==> config.mk <==
export PLATFORM = sky130hd
export DESIGN_NAME = ss_sum_feeder
export DESIGN_NICKNAME = d
export VERILOG_FILES = /design/src/rtl/ss_pkg.sv /design/src/rtl/ss_sample_buf.sv /design/src/rtl/ss_sum_feeder.sv
export SDC_FILE = /design/constraint.sdc
export NUM_CORES = 1
export LEC_CHECK = 0
export ABC_AREA = 1
export BUFFER_PORTS_ARGS = -buffer_cell sky130_fd_sc_hd__buf_2
export CORE_UTILIZATION = 60
export CTS_CLUSTER_SIZE = 40
export DETAILED_ROUTE_END_ITERATION = 16
export PLACE_DENSITY = 0.8
export RECOVER_POWER = 25
export SYNTH_ARGS = -nofsm -noshare
export SYNTH_HDL_FRONTEND = slang
export SYNTH_SLANG_ARGS = --single-unit
==> constraint.sdc <==
create_clock -name i_clk -period 5.5 [get_ports i_clk]
set_input_delay 0.275 -clock i_clk [delete_from_list [all_inputs] [get_ports i_clk]]
set_output_delay 0.275 -clock i_clk [all_outputs]
set_load 0.1 [all_outputs]
==> src/rtl/ss_pkg.sv <==
// Shared types for the SS statistics datapath.
// Feed FSM state encoding is common to all SS-path sequencers.
package ss_pkg;

    typedef enum logic [2:0] {
        IDLE      = 3'd0,
        START     = 3'd1,
        FEED      = 3'd2,
        FLUSH     = 3'd3,
        WAIT_DONE = 3'd4
    } ss_feed_state_t;

endpackage

==> src/rtl/ss_sample_buf.sv <==
// Sample buffer for ss_sum_feeder: fills in order from slot 0,
// read back through an externally driven read pointer.
module ss_sample_buf
    import ss_pkg::*;
#(
    parameter int SIZE_DATA  = 8,
    parameter int NUM_SAMPLE = 8,
    parameter int CW         = $clog2(NUM_SAMPLE + 1)
) (
    input  logic                 clk_i,
    input  logic                 rst_n_i,
    input  logic                 wr_en_i,
    input  logic [SIZE_DATA-1:0] wr_data_i,
    input  logic                 clr_i,
    input  logic [CW-1:0]        rd_ptr_i,
    output logic [SIZE_DATA-1:0] rd_data_o,
    output logic [CW-1:0]        count_o,
    output logic                 full_o
);

    logic [SIZE_DATA-1:0] mem_q [NUM_SAMPLE];
    logic [CW-1:0]        count_q;
    logic [CW-1:0]        count_d;
    logic                 full;
    logic                 wr_ok;

    assign full  = (count_q == CW'(NUM_SAMPLE));
    assign wr_ok = wr_en_i && !full && !clr_i;

    always_comb begin
        count_d = count_q;
        if (clr_i)
            count_d = '0;
        else if (wr_ok)
            count_d = count_q + CW'(1);
    end

    always_ff @(posedge clk_i) begin
        if (!rst_n_i)
            count_q <= '0;
        else
            count_q <= count_d;
    end

    // Contents need no reset: count gates every read that matters.
    always_ff @(posedge clk_i) begin
        for (int i = 0; i < NUM_SAMPLE; i++) begin
            if (wr_ok && count_q == CW'(i))
                mem_q[i] <= wr_data_i;
        end
    end

    always_comb begin
        rd_data_o = '0;
        for (int i = 0; i < NUM_SAMPLE; i++) begin
            if (rd_ptr_i == CW'(i))
                rd_data_o = mem_q[i];
        end
    end

    assign count_o = count_q;
    assign full_o  = full;

endmodule

==> src/rtl/ss_sum_feeder.sv <==
// Initiator side of SS_cal_sum: streams buffered samples into the
// summing engine, then captures its sum or aborts on timeout.
module ss_sum_feeder
    import ss_pkg::*;
#(
    parameter int SIZE_DATA  = 8,
    parameter int NUM_SAMPLE = 8,
    parameter int TIMEOUT    = 64
) (
    input  logic                 i_clk,
    input  logic                 i_rst_n,
    input  logic                 i_wr_en,
    input  logic [SIZE_DATA-1:0] i_wr_data,
    output logic                 o_full,
    input  logic                 i_start,
    output logic                 o_start_cal_sum,
    output logic                 o_en_cal_sum,
    output logic                 o_en_out_sum,
    output logic [SIZE_DATA-1:0] o_data,
    input  logic                 i_en_next_value,
    input  logic [SIZE_DATA:0]   i_sum,
    input  logic                 i_done,
    output logic [SIZE_DATA:0]   o_result,
    output logic                 o_result_valid,
    output logic                 o_busy,
    output logic                 o_error
);

    localparam int CW = $clog2(NUM_SAMPLE + 1);
    localparam int TW = (TIMEOUT > 1) ? $clog2(TIMEOUT) : 1;

    ss_feed_state_t       state_q, state_d;
    logic [CW-1:0]        rd_ptr_q, rd_ptr_d;
    logic [CW-1:0]        n_q, n_d;
    logic [TW-1:0]        timer_q, timer_d;
    logic [SIZE_DATA:0]   result_q, result_d;
    logic                 valid_q, valid_d;

    logic                 buf_wr;
    logic                 buf_clr;
    logic [SIZE_DATA-1:0] rd_data;
    logic [CW-1:0]        count;
    logic                 data_sel;

    assign buf_wr = i_wr_en && (state_q == IDLE) && !i_start;

    ss_sample_buf #(
        .SIZE_DATA  (SIZE_DATA),
        .NUM_SAMPLE (NUM_SAMPLE),
        .CW         (CW)
    ) u_buf (
        .clk_i     (i_clk),
        .rst_n_i   (i_rst_n),
        .wr_en_i   (buf_wr),
        .wr_data_i (i_wr_data),
        .clr_i     (buf_clr),
        .rd_ptr_i  (rd_ptr_q),
        .rd_data_o (rd_data),
        .count_o   (count),
        .full_o    (o_full)
    );

    always_comb begin
        state_d         = state_q;
        rd_ptr_d        = rd_ptr_q;
        n_d             = n_q;
        timer_d         = timer_q;
        result_d        = result_q;
        valid_d         = 1'b0;
        buf_clr         = 1'b0;
        data_sel        = 1'b0;
        o_start_cal_sum = 1'b0;
        o_en_cal_sum    = 1'b0;
        o_en_out_sum    = 1'b0;
        o_error         = 1'b0;
        unique case (state_q)
            IDLE: begin
                if (i_start && count != '0) begin
                    n_d      = count;
                    rd_ptr_d = '0;
                    state_d  = START;
                end
            end
            START: begin
                o_start_cal_sum = 1'b1;
                data_sel        = 1'b1;
                rd_ptr_d        = '0;
                state_d         = FEED;
            end
            FEED: begin
                o_en_cal_sum = 1'b1;
                data_sel     = 1'b1;
                if (i_en_next_value) begin
                    if (rd_ptr_q == n_q - CW'(1))
                        state_d = FLUSH;
                    else
                        rd_ptr_d = rd_ptr_q + CW'(1);
                end
            end
            FLUSH: begin
                o_en_out_sum = 1'b1;
                timer_d      = '0;
                state_d      = WAIT_DONE;
            end
            WAIT_DONE: begin
                if (i_done) begin
                    result_d = i_sum;
                    valid_d  = 1'b1;
                    buf_clr  = 1'b1;
                    state_d  = IDLE;
                end else if (timer_q == TW'(TIMEOUT - 1)) begin
                    o_error = 1'b1;
                    buf_clr = 1'b1;
                    state_d = IDLE;
                end else begin
                    timer_d = timer_q + TW'(1);
                end
            end
            default: state_d = IDLE;
        endcase
    end

    always_ff @(posedge i_clk) begin
        if (!i_rst_n) begin
            state_q  <= IDLE;
            rd_ptr_q <= '0;
            n_q      <= '0;
            timer_q  <= '0;
            result_q <= '0;
            valid_q  <= 1'b0;
        end else begin
            state_q  <= state_d;
            rd_ptr_q <= rd_ptr_d;
            n_q      <= n_d;
            timer_q  <= timer_d;
            result_q <= result_d;
            valid_q  <= valid_d;
        end
    end

    // Engine input is quiet outside the streaming phase.
    assign o_data         = data_sel ? rd_data : '0;
    assign o_result       = result_q;
    assign o_result_valid = valid_q;
    assign o_busy         = (state_q != IDLE);

endmodule

==> reports/qor.csv <==
metric,value,unit
Final #Nets,554,
Tot GR Track Use,0.2524,
RSZ-0062 raised after global routing,false,
non-filler instance count after layout,622,
via count,3300,
Vias per Instance,5.305,
Post-Synthesis Cells,473,
crit path launch type,register,
Power per Cell Area,433.2,nW/um^2
setup violators final,0,
Mapped Nets,506,
CTS tree,done,
"Req. time, crit path",5220,ps
Net Sw Frac,0.4125,
GRT Residual Overflow,0,
Inserted Diodes,0,
max_slew headroom,0.2649,
Layout area overhead,11.28,%
Max IR drop VDD,0.4654,mV
logic gate share of total power,0.378,
clock skew,6.883,ps
"Arr. time, crit path",2510,ps
FF+latch area,2542,um^2
final non-filler cell area,4862,um^2
Worst Hold Class,input port to register,
postcts setup bufs,0,
Final period util,0.5058,
core area,6907,um^2
sequential share of the synthesized area,0.5819,
"Hold Vio Cnt, Final",0,
Final ANT Viol Nets,0,
Inst Count DP,606,
DRT iter0 DRCs,230,
initial antenna violation count,0,
first-pass GRT wire length,14300,um
clk sinks,95,
placer congestion estimate,0.9257,
"Distinct cells, synth",33,
Synth Register Bits,95,
I/O Pins,47,
Psw,868.9,uW
Resized Gates After CTS,0,
DRC,0,
root buf cell,clkbuf_8,
clk buf depth,2,
max-cap viol count,0,
Worst Path Max Fanout,16,
largest net degree at the start of global routing,20,
status,finished clean,
crit end category,output pin,
die width,87.34,um
Setup TNS Final,0,ps
final hold slack,182.6,ps
Chip Height,87.34,um
fraction of layout cells with a size suffix above 1,0.1616,
fin. max-slew vios,0,
TritonCTS buffer count,9,
routed length per placed instance,13.89,um
P_int,1238,uW
placed instance area,4648,um^2
Multi-input gate area,1506,um^2
Starting Density,0.6326,
Clock Power Share,0.230,
H-tree levels,3,
syn avg cell area,9.237,um^2
Seq pwr share,0.392,
# hold bufs at CTS,0,
final WL,8642,um
synth warn,0,
fill cell count,560,
Leak,0.001988,uW
1st-pass router iterations,5,
Die ar.,7627,um^2
hpwl dp,6341,um
fin crit period,2782,ps
"Cell Area, Synth",4369,um^2
number of global-route vias before repair,3135,
IO Port Bufs,46,
clk slew on worst S/H paths,90,ps
Slew @ Worst Pin,1094,ps
Rows,30,
Skew-Pair Late Insertion Delay,360,ps
WS Path Type,register to output pin,
Peak Freq,0.3595,GHz
==> worst max-delay path, cell delays in order (launching register included) <==
cell	delay (ps)
dfxtp_1	380
inv_1	140
ha_1	260
nand3_1	120
inv_1	400
nand2_1	90
nand2_1	80
inv_1	50
a21oi_1	180
buf_2	450
==> power groups by stage <==
stage               registers, uW  clock network, uW  logic, uW
floorplan                     843                  0        642
global placement              841                  0        780
detailed placement            843                  0        799
CTS                           826                492        801
global route                  832                527        870
finish                        827                484        795
==> cell usage in the layout, fill, tap and decap left out <==
cell type / count
inv_2: 7
nor2_1: 44
clkbuf_8: 11
nor4_1: 1
clkbuf_4: 1
edfxtp_1: 64
xor2_1: 3
or2_2: 7
inv_4: 3
o21ai_1: 1
clkinv_1: 1
ha_1: 10
inv_1: 55
o211a_1: 1
inv_6: 1
nand2_2: 3
a211oi_1: 1
xnor2_1: 1
a21oi_2: 2
nand2_1: 95
nor3_2: 1
a21oi_1: 28
nand3_1: 60
dfxtp_1: 31
nor2_2: 6
or2_0: 2
nor3_1: 8
buf_2: 38
clkbuf_16: 2
o21a_1: 2
nand2_4: 3
clkbuf_1: 8
nand4_1: 1
o21ai_0: 24
==> final timing paths <==
| kind | start | endpoint | slack, ps | cells past startpoint |
|---|---|---|---|---|
| hold / removal | i_sum[6] | o_result[6]$_SDFFE_PN0P_ | 180 | 3 |
| setup reg to reg | u_buf.count_o[0]$_SDFFE_PP0P_ | u_buf.mem_q[0][9]$_DFFE_PP_ | 2940 | 5 |
| hold reg to reg | o_result[3]$_SDFFE_PN0P_ | o_result[3]$_SDFFE_PN0P_ | 460 | 2 |
| setup / recovery | rd_ptr_q[0]$_SDFFE_PN0P_ | o_data[0] | 2720 | 9 |
==> metal layers <==
| metal | GRT usage | vias up | wire, um |
|---|---|---|---|
| li1 | - | 1658 | - |
| met1 | 0.3055 | 1540 | 3664 |
| met2 | 0.4439 | 91 | 4463 |
| met3 | 0.04645 | 11 | 394 |
| met4 | 0.1028 | 0 | 119 |
| met5 | 0 | - | 0 |
==> registers in the layout, indices dropped and copies added (netlist names) <==
signal	cells
n_q	4
o_result	9
o_result_valid	1
rd_ptr_q	4
state_q	3
timer_q	6
u_buf.count_o	4
u_buf.mem_q	64
==> kinds of logic (layout without fill, tap and decap cells) <==
family,count (synthesis),in the layout,share of synthesized area
adders and majority gates,10,10,0.02864
AOI/OAI and AO/OA,59,59,0.07216
and+or+nand+nor,231,231,0.2360
DFF,95,95,0.5819
xor gates and xnor gates,4,4,0.008020
buffers and inverters,74,127,0.07331
==> synth_stat cells <==
library cell	n	area, um^2
nand2_2	3	18.77
nand2_1	95	356.6
a21oi_2	2	17.52
xor2_1	3	26.28
inv_1	55	206.5
clkinv_1	1	3.750
buf_6	3	33.78
dfxtp_1	31	620.6
nor2_1	44	165.2
o21ai_0	24	120.1
or2_0	2	12.51
o211a_1	1	10.01
nand4_1	1	6.260
edfxtp_1	64	1922
inv_4	2	12.51
buf_2	2	10.01
nor3_2	1	10.01
buf_4	1	7.510
ha_1	10	125.1
o21a_1	2	15.01
nand2_4	3	33.78
nor4_1	1	6.260
xnor2_1	1	8.760
a211oi_1	1	7.510
clkbuf_1	2	7.510
o21ai_1	1	5.000
nor3_1	8	40.04
nor2_2	6	37.54
a21oi_1	28	140.1
nand3_1	60	300.3
dlymetal6s2s_1	1	12.51
inv_2	7	26.28
or2_2	7	43.79
==> stage by stage <==
stage,total power (uW),utilization,worst slack (ps)
after CTS,2119,0.7054,2721
after floorplan,1486,-,1905
after global placement,1620,0.6730,3094
after global routing,2228,0.7040,2486
final,2106,0.7040,2718
after detailed placement,1642,0.6730,2954
==> layout make-up <==
class                   count  share of cell area
inverters                  65             0.05121
well taps                  96             0.02470
clock inverters             2            0.003088
clock buffers              14             0.04297
repair buffers             46             0.04529
multi-input cells         304              0.3098
flip-flops and latches     95              0.5229
No activity file was read; power rests on OpenSTA's default activity.
